## src/rtl/fifo_arb_pkg.sv

```systemverilog
// ============================================================================
// Module      : fifo_arb_pkg
// Description : Shared types and widths for the FIFO write-port arbiter.
// Revision    : 1.0 - initial release
// ============================================================================
`default_nettype none

package fifo_arb_pkg;

  typedef enum logic [1:0] {
    ARB  = 2'd0,
    OWN0 = 2'd1,
    OWN1 = 2'd2
  } arb_state_t;

  localparam int c_BURST_W = 4;
  localparam int c_BEAT_W  = 16;

endpackage

`default_nettype wire

```

## src/rtl/rr_pick2.sv

```systemverilog
// ============================================================================
// Module      : rr_pick2
// Description : Combinational two-way round-robin selector with ownership mask.
// Revision    : 1.0 - initial release
// ============================================================================
`default_nettype none

module rr_pick2 (
  input  logic [1:0] valid,
  input  logic       rr,
  input  logic [1:0] own_mask,
  output logic       sel,
  output logic       sel_valid
);

  logic [1:0] w_cand;

  assign w_cand    = valid & own_mask;
  assign sel_valid = |w_cand;
  // Contention goes to the preferred requester; otherwise the lone candidate.
  assign sel       = (&w_cand) ? rr : w_cand[1];

endmodule

`default_nettype wire

```

## src/rtl/fifo_wr_arbiter.sv

```systemverilog
// ============================================================================
// Module      : fifo_wr_arbiter
// Description : Round-robin arbiter sharing one registered FIFO write port
//               between two valid/ready producers; FIFO_ARB_BURST_EN enables
//               burst ownership of up to MAX_BURST beats per grant.
// Revision    : 1.0 - initial release
// ============================================================================
`default_nettype none

module fifo_wr_arbiter
  import fifo_arb_pkg::*;
#(
  parameter int DATA_W     = 8,
  parameter int CNT_W      = 8,
  parameter int FIFO_DEPTH = 64,
  parameter int MAX_BURST  = 4
) (
  input  logic                clk,
  input  logic                rst,
  input  logic                req0_valid,
  input  logic [DATA_W-1:0]   req0_data,
  output logic                req0_ready,
  input  logic                req1_valid,
  input  logic [DATA_W-1:0]   req1_data,
  output logic                req1_ready,
  output logic                wr_en,
  output logic [DATA_W-1:0]   buf_in,
  input  logic                buf_full,
  input  logic [CNT_W-1:0]    fifo_counter,
  output logic                grant_id,
  output logic [c_BEAT_W-1:0] beats0,
  output logic [c_BEAT_W-1:0] beats1
);

  if (MAX_BURST < 1 || MAX_BURST > 15) begin : g_bad_max_burst
    $error("fifo_wr_arbiter: MAX_BURST must be in 1..15");
  end
  if (FIFO_DEPTH > (1 << CNT_W) - 1) begin : g_bad_depth
    $error("fifo_wr_arbiter: FIFO_DEPTH exceeds fifo_counter range");
  end

  logic                r_wr_en;
  logic [DATA_W-1:0]   r_buf_in;
  logic                r_grant_id;
  logic [c_BEAT_W-1:0] r_beats0;
  logic [c_BEAT_W-1:0] r_beats1;
  logic                r_rr;

  logic [CNT_W:0]      w_occ;
  logic                w_space_ok;
  logic [1:0]          w_own_mask;
  logic                w_sel;
  logic                w_sel_valid;
  logic                w_accept;

  // The write registered last edge has not reached the count yet.
  assign w_occ      = {1'b0, fifo_counter} + {{CNT_W{1'b0}}, r_wr_en};
  assign w_space_ok = !buf_full && (w_occ < (CNT_W+1)'(FIFO_DEPTH));

  rr_pick2 u_pick (
    .valid     ({req1_valid, req0_valid}),
    .rr        (r_rr),
    .own_mask  (w_own_mask),
    .sel       (w_sel),
    .sel_valid (w_sel_valid)
  );

  assign w_accept   = w_space_ok && w_sel_valid;
  assign req0_ready = w_accept && !w_sel && !rst;
  assign req1_ready = w_accept &&  w_sel && !rst;

  always_ff @(posedge clk or posedge rst) begin
    if (rst) begin
      r_wr_en    <= 1'b0;
      r_buf_in   <= '0;
      r_grant_id <= 1'b0;
      r_beats0   <= '0;
      r_beats1   <= '0;
    end else begin
      r_wr_en <= w_accept;
      if (w_accept) begin
        r_buf_in   <= w_sel ? req1_data : req0_data;
        r_grant_id <= w_sel;
        if (w_sel) r_beats1 <= r_beats1 + c_BEAT_W'(1);
        else       r_beats0 <= r_beats0 + c_BEAT_W'(1);
      end
    end
  end

`ifdef FIFO_ARB_BURST_EN
  localparam logic [c_BURST_W-1:0] c_RUN_LAST = c_BURST_W'(MAX_BURST - 1);

  arb_state_t           r_state;
  arb_state_t           w_state_nxt;
  logic [c_BURST_W-1:0] r_run;
  logic [c_BURST_W-1:0] w_run_nxt;
  logic                 w_rr_nxt;

  assign w_own_mask = (r_state == OWN0) ? 2'b01 :
                      (r_state == OWN1) ? 2'b10 : 2'b11;

  always_ff @(posedge clk or posedge rst) begin
    if (rst) begin
      r_state <= ARB;
      r_run   <= '0;
      r_rr    <= 1'b0;
    end else begin
      r_state <= w_state_nxt;
      r_run   <= w_run_nxt;
      r_rr    <= w_rr_nxt;
    end
  end

  always_comb begin
    w_state_nxt = r_state;
    w_run_nxt   = r_run;
    w_rr_nxt    = r_rr;
    case (r_state)
      ARB: begin
        if (w_accept) begin
          if (MAX_BURST == 1) begin
            w_rr_nxt = ~w_sel;
          end else begin
            w_state_nxt = w_sel ? OWN1 : OWN0;
            w_run_nxt   = c_BURST_W'(1);
          end
        end
      end
      OWN0: begin
        // A stalled owner keeps the grant; only a dropped valid releases it.
        if (!req0_valid || (w_accept && r_run == c_RUN_LAST)) begin
          w_state_nxt = ARB;
          w_run_nxt   = '0;
          w_rr_nxt    = 1'b1;
        end else if (w_accept) begin
          w_run_nxt = r_run + c_BURST_W'(1);
        end
      end
      OWN1: begin
        if (!req1_valid || (w_accept && r_run == c_RUN_LAST)) begin
          w_state_nxt = ARB;
          w_run_nxt   = '0;
          w_rr_nxt    = 1'b0;
        end else if (w_accept) begin
          w_run_nxt = r_run + c_BURST_W'(1);
        end
      end
      default: begin
        w_state_nxt = ARB;
        w_run_nxt   = '0;
      end
    endcase
  end
`else
  assign w_own_mask = 2'b11;

  always_ff @(posedge clk or posedge rst) begin
    if (rst)           r_rr <= 1'b0;
    else if (w_accept) r_rr <= ~r_rr;
  end
`endif

  assign wr_en    = r_wr_en;
  assign buf_in   = r_buf_in;
  assign grant_id = r_grant_id;
  assign beats0   = r_beats0;
  assign beats1   = r_beats1;

endmodule

`default_nettype wire

```

## config.mk

```make
export PLATFORM = sky130hd
export DESIGN_NAME = fifo_wr_arbiter
export DESIGN_NICKNAME = d
export VERILOG_FILES = /design/src/rtl/fifo_arb_pkg.sv /design/src/rtl/rr_pick2.sv /design/src/rtl/fifo_wr_arbiter.sv
export SDC_FILE = /design/constraint.sdc
export NUM_CORES = 1
export LEC_CHECK = 0
export BUFFER_PORTS_ARGS = -buffer_cell sky130_fd_sc_hd__buf_4
export CAP_MARGIN = 20
export CORE_UTILIZATION = 40
export DETAILED_ROUTE_END_ITERATION = 8
export PLACE_DENSITY_LB_ADDON = 0.25
export SYNTH_ARGS = -nofsm -noshare
export SYNTH_HDL_FRONTEND = slang
export SYNTH_SLANG_ARGS = --single-unit
```

## constraint.sdc

```tcl
create_clock -name clk -period 1.8 [get_ports clk]
set_clock_uncertainty 0.2 [all_clocks]
set_input_delay 0.18 -clock clk [delete_from_list [all_inputs] [get_ports clk]]
set_output_delay 0.18 -clock clk [all_outputs]
set_load 0.005 [all_outputs]
```

### After elaboration in Yosys (flattened, before gate mapping)

Index checks and enable logic that the tools add are counted.

* bits in writable memories: 0
* word-level logic and storage cells: 27
* bits in read-only memories: 0
* bits in registers: 43
* bits in latches: 0
* memories: 0

* shift-type cells: 0
* multiplexer cells: 2
* multipliers: 0
* reduce and logical (&&, ||, !) cells: 13
* bitwise logic cells: 2
* magnitude comparators: 1
* div/mod/pow operators: 0
* add/sub/neg operators: 3
* equal/unequal tests: 0

Operators with widths (count)
* 16-bit by 1-bit adder with 16-bit output, second input constant: 2
* 8-bit by 1-bit adder with 9-bit output: 1
* 9-bit by 7-bit less-than comparator with 1-bit output, second input constant: 1
* 8-bit two-way mux: 1
* 1-bit logical AND: 6
* 2-bit AND reduction: 3
* 1-bit zero test: 3
* 1-bit inverter: 2
* 2-bit OR reduction: 1
* 1-bit two-way mux: 1

### Longest topological paths before layout

Gate-level depths: netlist of run 1.

* depth in word-level cells: 6
* depth in mapped cells: 6

### Hierarchy

From an unflattened synthesis of run 1, not the netlist that was laid out.

* cell total of the unflattened synthesis: 186
* area, all modules: 2104.5 µm²

By module, submodules not included
* fifo_wr_arbiter: area an instance 2083.2 µm², cells an instance 182, instances 1, seq. area each 1076.0 µm²
* rr_pick2: area an instance 21.3 µm², cells an instance 4, instances 1, seq. area each 0.0 µm²

### Least setup slack after synthesis of run 1

Ideal clock, no wire load.

* kind: reg-to-reg
* from: register r_wr_en, in the netlist wr_en
* to: register r_beats1[2], in the netlist beats1[2]
* stages on the path, launching flop included: 6
* setup time: 0.132 ns
* setup slack: 0.157 ns
* arrival time: 1.312 ns
* data required time: 1.468 ns
* cells stage by stage: dfrtp_1 > nand4_1 > o211ai_4 > clkbuf_1 > nor3_1 > xor2_1

* word-level cells in the longest chain between the ends: 5

RTL lines
* from (decl): line fifo_wr_arbiter.sv:42 `logic r_wr_en;`
* from (signal assigned): line fifo_wr_arbiter.sv:80 `r_wr_en <= w_accept;`
* 8-bit by 1-bit adder with 9-bit output: line fifo_wr_arbiter.sv:57 `assign w_occ = {1'b0, fifo_counter} + {{CNT_W{1'b0}}, r_wr_en};`
* 9-bit by 7-bit less-than comparator with 1-bit output: line fifo_wr_arbiter.sv:58 `assign w_space_ok = !buf_full && (w_occ < (CNT_W+1)'(FIFO_DEPTH));`
* 1-bit logical AND: line fifo_wr_arbiter.sv:58
* 1-bit logical AND: line fifo_wr_arbiter.sv:68 `assign w_accept = w_space_ok && w_sel_valid;`
* 2-bit AND reduction (no source line)
* to (signal assigned): line fifo_wr_arbiter.sv:84 `if (w_sel) r_beats1 <= r_beats1 + c_BEAT_W'(1);`
* to (decl): line fifo_wr_arbiter.sv:46 `logic [c_BEAT_W-1:0] r_beats1;`

Every way passes these cells.
A chain may end at the register's enable or synchronous reset.

### Final worst setup path of run 1

* from: register r_wr_en, in the netlist wr_en
* to: register r_beats1[5], in the netlist beats1[5]

The elaborated chain is that of the path after synthesis.

==> flow_summary.yaml, run 1 <==
cells_and_area:
  final_area_um2: 3330
  ff_latch_area_um2: 1080
  nFillCells: 359
  stdcell_count: 372
  nNetsFinal: 335
  multiInputGateArea_um2: 1100
  syn2layout_area_growth_pct: 64.3
  n_antenna_cell: 0
  drive_gt1_frac: 0.430
cts:
  root_buffer: "clkbuf_8"
  clockBufferDepth: 2
  cts_tree: "built"
  cts.sinks: 43
  clk_pin_slew_ns: 0.08
  cts_made_buffers: 5
  h-tree-depth: 2
  insertion_delay_ns: 0.29
logic_synthesis:
  ys_warn_count: 0
  postSynthAreaPerCell_um2: 11.0
  synth_top_area_frac: 0.531
  ys_seq_elements: 43
  synth_nets: 216
  yosysMostFrequentCell: "dfrtp_1"
  synth.distinct_cells: 29
  ys_seq_area_frac: 0.531
  synth_edf_count: 0
  synth_top_cell_by_area: "dfrtp_1"
  synth_top_flop_cell: "dfrtp_1"
  synthTopCellsByArea: "dfrtp_1 (53%), xor2_1 (9.1%), xnor2_1 (4.3%), mux2i_1 (4.0%), nand2_1 (3.5%)"
  synthTopCellsByCount: "dfrtp_1 (43), xor2_1 (21), nand2_1 (19)"
  synth_area_um2: 2030
  synthArstFlopShare: 1.00
  netlist_instances: 185
floorplan:
  initial_core_util: 0.424
  io_pins: 73
  rows: 25
  die_h_um: 73.2
  die_area_um2: 5360
  die_w_um: 73.2
  core_area_um2: 4790
grt:
  overflow: 0
  gr-usage-all-layers: 0.203
  grt_pass1_vias: 1763
  antenna_found_initial: 0
  grt_pass1_wl_mm: 8.20
  grt_max_degree: 44
timing:
  drv_slew: 0
  hold_viol: 0
  worst_pin_slew_ns: 0.540
  final.min_clock_period_ns: 1.79
  rsz0062_at_grt: "yes"
  fmax_mhz: 557
  relSlewSlack: 0.640
  post-route-period-util: 0.997
  hold_slack_ns: 0.0120
  finalSetupViolCount: 0
place:
  gp_congestion: 0.745
  dp_cells: 337
  placed_area_um2: 2770
  place_hpwl_mm: 3.37
  numPortBuffers: 72
setup_path:
  crit_arrival_ns: 1.81
  cp-start-kind: "flip-flop"
  critPathKind: "flip-flop to flip-flop"
  r2r_cells: 7
  cp_data_required_time_ns: 1.82
  crit_path_end_kind: "flip-flop"
  cp_max_fo: 13
detailed_routing:
  drtPass1Iterations: 4
  ant_nets: 0
  via_per_inst: 4.97
  first_iter_violations: 47
  drc: 0
  via_count: 1848
  wl_mm: 5.18
  wl_per_cell_um: 13.9
status:
  status: "completed"
run:
  max_cap_viol_count: 0
power_and_ir_drop:
  peakVddDrop_mv: 0.472
  p_per_area_nw_per_um2: 762
  p_leak_nw: 1.79
min_path:
  whs_path_depth: 3
  hp-class: "input port to flip-flop"
==> path summary, 6_finish.rpt <==
path | endpoint | slack [ns] | startpoint
worst min register to register | beats0[15] | 0.27 | beats0[15]
min in group asynchronous | buf_in[3] | 0.42 | rst
worst min-delay path | buf_in[3] | 0.01 | req0_data[3]
worst max-delay path | beats1[5] | 0.005 | wr_en
worst max register to register | beats1[5] | 0.005 | wr_en
max in group asynchronous | beats0[15] | 0.61 | rst
==> registers in the layout, indices dropped and copies added (netlist names) <==
signal and flops:
grant_id 1, wr_en 1, beats0 16, r_rr 1, buf_in 8, beats1 16
==> per-stage QoR <==
stage | utilization | TNS [ns] | worst slack (ns) | power (mW)
2_1_floorplan | - | 0 | 0.157 | 1.47
3_3_place_gp | 0.578 | 0 | 0.0236 | 1.84
6_report | 0.696 | 0 | 0.00548 | 2.54
4_1_cts | 0.651 | -0.00482 | -0.00363 | 2.52
5_1_grt | 0.696 | -0.159 | -0.0591 | 2.69
3_5_place_dp | 0.578 | 0 | 0.0553 | 1.86
==> what timing repair did <==
action / 4_1_cts / 5_1_grt
pin swaps: 3 / 13
hold buffers: 15 / 0
gates resized for setup: 15 / 22
hold endpoints to repair: 50 / 0
buffers inserted: 5 / 6
cloned: 0 / 1
endpoints found under the setup margin: 2 / 14
==> cells in the final DEF, fill, tap and decap left out, types with 2 or more instances in the layout <==
master / synthesis / layout
o211ai_4: 1 / 2
mux2i_1: 8 / 8
dlygate4sd3_1: 0 / 15
dfrtp_1: 43 / 43
xor2_1: 21 / 21
and3_1: 2 / 2
nor4b_4: 0 / 2
buf_6: 1 / 4
ha_1: 2 / 2
nand2_1: 19 / 18
xnor2_1: 10 / 10
clkbuf_8: 0 / 5
inv_1: 8 / 8
clkbuf_1: 1 / 2
nor2_1: 5 / 4
nor4b_2: 0 / 2
o21ai_0: 8 / 8
nor3_1: 10 / 9
buf_4: 0 / 94
nand4_1: 9 / 9
and4_1: 3 / 3
nand3_2: 0 / 2
nor4_4: 0 / 6
nand3_1: 11 / 8
==> routing by layer <==
layer / part of all wire / GRT usage / up-vias
met3: 0.059 / 0.0594 / 5
met1: 0.41 / 0.255 / 893
met2: 0.53 / 0.340 / 57
li1: - / - / 893
met4: 0.0066 / 0.0545 / 0
met5: 0 / 0 / -
==> layout make-up <==
class | count | share of cell area
clock inverter | 1 | 0.00150
tap | 67 | 0.0252
clock buffer | 7 | 0.0229
timing repair buffer | 116 | 0.289
multi-input combinational | 130 | 0.330
sequential | 43 | 0.323
inverter | 8 | 0.00902
==> power by group <==
| part | switching [mW] | internal, mW | total (mW) |
|---|---|---|---|
| Sequential | 0.106 | 1.10 | 1.20 |
| Clock | 0.316 | 0.273 | 0.589 |
| Combinational | 0.308 | 0.437 | 0.745 |
==> cells by family (layout without fill, tap and decap cells) <==
logic type               after synthesis  after routing  synth area share
multiplexers                           9              9            0.0451
AND/OR/NAND/NOR                       74             74             0.199
XOR/XNOR                              31             31             0.134
AO/OA/AOI/OAI                         14             14            0.0512
adder cells (fa/ha/maj)                2              2            0.0123
buffers and inverters                 12            132            0.0272
flip-flops                            43             43             0.531
==> worst max-delay path, cell delays in order (launching register included) <==
cell and delay [ns]:
dfrtp_1 0.38, nand4_1 0.10, buf_4 0.13, o211ai_4 0.09, buf_6 0.15, buf_12 0.15
nor4_1 0.35, xor2_1 0.17
No activity file was read; power rests on OpenSTA's default activity.
==> run 2: changes to the inputs <==
--- a/config.mk
+++ b/config.mk
@@ -6,4 +6,5 @@
 export NUM_CORES = 1
 export LEC_CHECK = 0
+export ABC_CLOCK_PERIOD_IN_PS = 1800
 export BUFFER_PORTS_ARGS = -buffer_cell sky130_fd_sc_hd__buf_4
 export CAP_MARGIN = 20
==> constraint.sdc (replaced) <==
create_clock -name clk -period 1.8 [get_ports clk]
set_clock_uncertainty 0.2 [all_clocks]
set_input_delay 0.09 -clock clk [delete_from_list [all_inputs] [get_ports clk]]
set_output_delay 0.09 -clock clk [all_outputs]
set_load 0.005 [all_outputs]
==> flow_summary.yaml, run 2 (synthesis results as in run 1) <==
floorplan:
  rows: 25
  die_w_um: 73.2
  die_area_um2: 5360
  initial_core_util: 0.424
  io_pins: 73
  die_h_um: 73.2
  core_area_um2: 4790
detailed_routing:
  wl_per_cell_um: 13.6
  via_count: 1795
  via_per_inst: 4.90
  drtPass1Iterations: 4
  drc: 0
  first_iter_violations: 109
  ant_nets: 0
  wl_mm: 4.98
cells_and_area:
  multiInputGateArea_um2: 962
  nFillCells: 381
  syn2layout_area_growth_pct: 55.1
  layout_common_cells: "buf_4 (89), dfrtp_1 (43), xor2_1 (21)"
  drive_gt1_frac: 0.385
  ff_latch_area_um2: 1080
  mostFrequentLayoutCell: "buf_4"
  n_antenna_cell: 0
  nNetsFinal: 329
grt:
  grt_max_degree: 44
  grt_pass1_wl_mm: 8.10
  grt_pass1_vias: 1793
  antenna_found_initial: 0
  overflow: 0
  gr-usage-all-layers: 0.202
power_and_ir_drop:
  peakVddDrop_mv: 0.445
  power_mw: 2.59
  p_leak_nw: 1.63
  p_per_area_nw_per_um2: 823
setup_path:
  crit_path_end_kind: "primary output"
  slowest_stage: "dfrtp_1"
  r2r-end: "beats1[14]"
  cpPeakStageDelay_ns: 0.36
  cp-start-kind: "flip-flop"
  r2r_cells: 4
  critPathKind: "flip-flop to primary output"
  crit_arrival_ns: 1.48
  worstPathCellList: "nand4_1, buf_4, o211ai_4, buf_6, nor2_2, buf_4"
  ff2ff_setup_slack_ns: 0.10
  r2r_start: "beats1[0]"
  critPathBufInv: 3
  critPathTopFamily: "buffers and inverters"
  cp_common_cell: "buf_4"
  cp_data_required_time_ns: 1.51
  cp_max_fo: 2
run:
  max_cap_viol_count: 0
min_path:
  whs_path_depth: 5
  hp-class: "input port to flip-flop"
  whs_endpoint: "r_rr"
  min_from: "buf_full"
timing:
  post-route-period-util: 0.983
  drv_slew: 0
  rsz0062_at_grt: "yes"
  hold_slack_ns: 0.0785
  relSlewSlack: 0.648
  final.min_clock_period_ns: 1.77
  finalSetupViolCount: 0
  worst_pin_slew_ns: 0.528
  fmax_mhz: 565
  hold_viol: 0
status:
  status: "completed"
place:
  place_hpwl_mm: 3.37
  gp_congestion: 0.835
  numPortBuffers: 72
cts:
  root_buffer: "clkbuf_8"
  insertion_delay_ns: 0.29
  h-tree-depth: 2
  cts.sinks: 43
  clockBufferDepth: 2
  cts_made_buffers: 5
  clk_pin_slew_ns: 0.08
  cts_tree: "built"
-- run 2: how the worst max path moves through the flow --
stage | startpoint | end | slack (ns) | depth (start not counted)
after floorplan | wr_en | beats1[2] | 0.16 | 5
after global placement | r_rr | beats0[15] | 0.09 | 4
after detailed placement | wr_en | beats1[15] | 0.03 | 5
after CTS | r_rr | beats0[15] | -0.02 | 5
after global routing | r_rr | req1_ready | -0.03 | 5
final | wr_en | req0_ready | 0.03 | 6
-- run 2: layout make-up --
class | instances | area share
clock buffer | 8 | 0.0318
inverter | 8 | 0.00955
multi-input combinational | 130 | 0.306
sequential | 43 | 0.342
tap | 67 | 0.0267
timing repair buffer | 110 | 0.283
-- run 2: through the flow --
stage	setup slack, ns	TNS, ns	area (µm²)	utilization	cells
floorplan	0.157	0	2030	-	185
global placement	0.0865	0	2750	0.575	335
detailed placement	0.0281	0	2750	0.575	335
CTS	-0.0180	-0.0428	3070	0.641	364
global route	-0.0299	-0.0754	3140	0.657	366
finish	0.0300	0	3140	0.657	366
-- run 2: repair_timing --
item / CTS / global route
hold buffers: 18 / 0
setup buffers: 3 / 2
hold endpoints to repair: 53 / 0
setup endpoints to repair: 2 / 13
pin swaps: 3 / 1
resized for setup: 2 / 12
-- run 2: routing by layer --
metal | track usage | vias to the layer above | part of all wire
li1 | - | 882 | -
met4 | 0.0719 | 0 | 0.012
met5 | 0 | - | 0
met1 | 0.248 | 862 | 0.41
met3 | 0.0525 | 5 | 0.048
met2 | 0.344 | 46 | 0.53
-- run 2: where the power goes --
group | switching, mW | leakage [nW] | total, mW | internal [mW]
Sequential | 0.105 | 0.565 | 1.20 | 1.10
Clock | 0.320 | 0.0515 | 0.670 | 0.350
Combinational | 0.296 | 1.01 | 0.717 | 0.421
-- run 2: worst reg2reg max path: cells and delay by family (launching register included) --
family	cells	cell delay (ns)
simple gates	2	0.63
flops	1	0.43
fa+ha+maj	1	0.19
xor+xnor	1	0.18
==> run 3: changes to the inputs <==
ABC_CLOCK_PERIOD_IN_PS = 2080   (was 1800)
PLACE_DENSITY = 0.67   (was default)
PLACE_DENSITY_LB_ADDON = default   (was 0.25)
clock period = 2.08 ns   (was 1.8 ns; I/O delays follow)
==> flow_summary.yaml, run 3 (synthesis results as in run 1) <==
setup_path:
  cp_data_required_time_ns: 1.78
  critPathKind: "input port to primary output"
  cp-start-kind: "input port"
  r2r_cells: 4
  crit_path_end_kind: "primary output"
  cp_max_fo: 24
  crit_arrival_ns: 1.64
  ff2ff_setup_slack_ns: 0.19
  r2r-end: "wr_en"
  r2r_start: "wr_en"
floorplan:
  die_h_um: 73.2
  rows: 25
  die_area_um2: 5360
  core_area_um2: 4790
  initial_core_util: 0.424
  io_pins: 73
  die_w_um: 73.2
cts:
  insertion_delay_ns: 0.30
  clockBufferDepth: 2
  h-tree-depth: 2
  cts_made_buffers: 5
  clk_pin_slew_ns: 0.08
  cts_tree: "built"
  root_buffer: "clkbuf_8"
  cts.sinks: 43
  post-cts-setup-buffer-count: 0
grt:
  grt_max_degree: 26
  gr-usage-all-layers: 0.197
  antenna_found_initial: 0
  grt_pass1_vias: 1648
  overflow: 0
  grt_pass1_wl_mm: 7.80
min_path:
  min_from: "req1_valid"
  whs_endpoint: "beats0[12]"
  hp-class: "input port to flip-flop"
  whs_path_depth: 4
detailed_routing:
  wl_per_cell_um: 13.6
  wl_met3_um: 322
  ant_nets: 0
  wl_mm: 4.77
  drtPass1Iterations: 4
  drc: 0
  dr.max_layer_used: "met4"
  met2_length_mm: 2.32
  first_iter_violations: 119
  via_per_inst: 4.91
  via_count: 1723
  wl_met1_mm: 2.05
timing:
  finalSetupTns_ns: 0
  hold_viol: 0
  worst_slack_ns: 0.136
  hold_slack_ns: 0.0147
  relSlewSlack: 0.509
  rsz0062_at_grt: "no"
  finalSetupViolCount: 0
  fmax_mhz: 514
  final.min_clock_period_ns: 1.94
  post-route-period-util: 0.935
  drv_slew: 0
  worst_pin_slew_ns: 0.732
cells_and_area:
  stdcell_count: 351
  n_antenna_cell: 0
  mostFrequentLayoutCell: "buf_4"
  layout_common_cells: "buf_4 (74), dfrtp_1 (43), xor2_1 (21)"
  drive_gt1_frac: 0.310
  syn2layout_area_growth_pct: 45.4
  nNetsFinal: 314
place:
  dp_slack_ns: 0.288
  numPortBuffers: 72
  dp_cells: 324
  gp_congestion: 0.784
  place_hpwl_mm: 3.32
power_and_ir_drop:
  p_seq_frac: 0.515
  p_leak_nw: 1.52
  power_mw: 2.08
  switchingPower_uw: 607
  peakVddDrop_mv: 0.491
  internal-power_mw: 1.47
  p_per_area_nw_per_um2: 706
  pwr-share-clk: 0.251
  combPwrFrac: 0.235
  swShare: 0.292
run:
  max_cap_viol_count: 0
status:
  status: "completed"
run 3: worst max path at each step:
stage	slack (ns)	from	cells past startpoint	endpoint
after global placement	0.37	wr_en	5	beats1[6]
after CTS	0.07	wr_en	5	req1_ready
after global routing	0.02	wr_en	4	req0_ready
after floorplan	0.44	wr_en	5	beats1[2]
final	0.14	fifo_counter[6]	7	req1_ready
after detailed placement	0.29	wr_en	5	beats1[6]
run 3: power groups by stage:
stage / sequential (mW) / combinational (mW) / clock (mW)
after CTS: 1.07 / 0.493 / 0.537
after global placement: 1.08 / 0.456 / 0
after global routing: 1.10 / 0.538 / 0.583
after floorplan: 1.08 / 0.200 / 0
final: 1.07 / 0.489 / 0.521
after detailed placement: 1.09 / 0.463 / 0
run 3: cell type report:
class	count	area, µm²
Clock inverter	2	12.5
Fill cell	418	1840
Inverter	8	30.0
Tap cell	67	83.8
Timing Repair Buffer	95	777
Multi-Input combinational cell	130	896
Clock buffer	6	72.6
Sequential cell	43	1080
run 3: repair_timing:
action | in CTS | in global routing
setup endpoints to repair | 0 | 1
hold buffers | 19 | 0
gates resized for setup | 0 | 1
endpoints found under the hold margin | 27 | 0
run 3: stage by stage:
stage               cell area [µm²]  utilization
detailed placement             2670        0.558
global route                   2950        0.616
CTS                            2940        0.615
global placement               2670        0.558
finish                         2950        0.616
floorplan                      2030            -
run 3: critical path, stage by stage:
cell and delay, ns:
dlygate4sd3_1 0.54, buf_4 0.14, nor3_4 0.25, o211ai_4 0.13, buf_6 0.19, nor3_1 0.14
buf_4 0.14
run 3: metal layers:
layer / GRT usage / vias up
met5: 0 / -
met4: 0.0850 / 0
met1: 0.246 / 815
met2: 0.316 / 56
met3: 0.0594 / 5
li1: - / 847
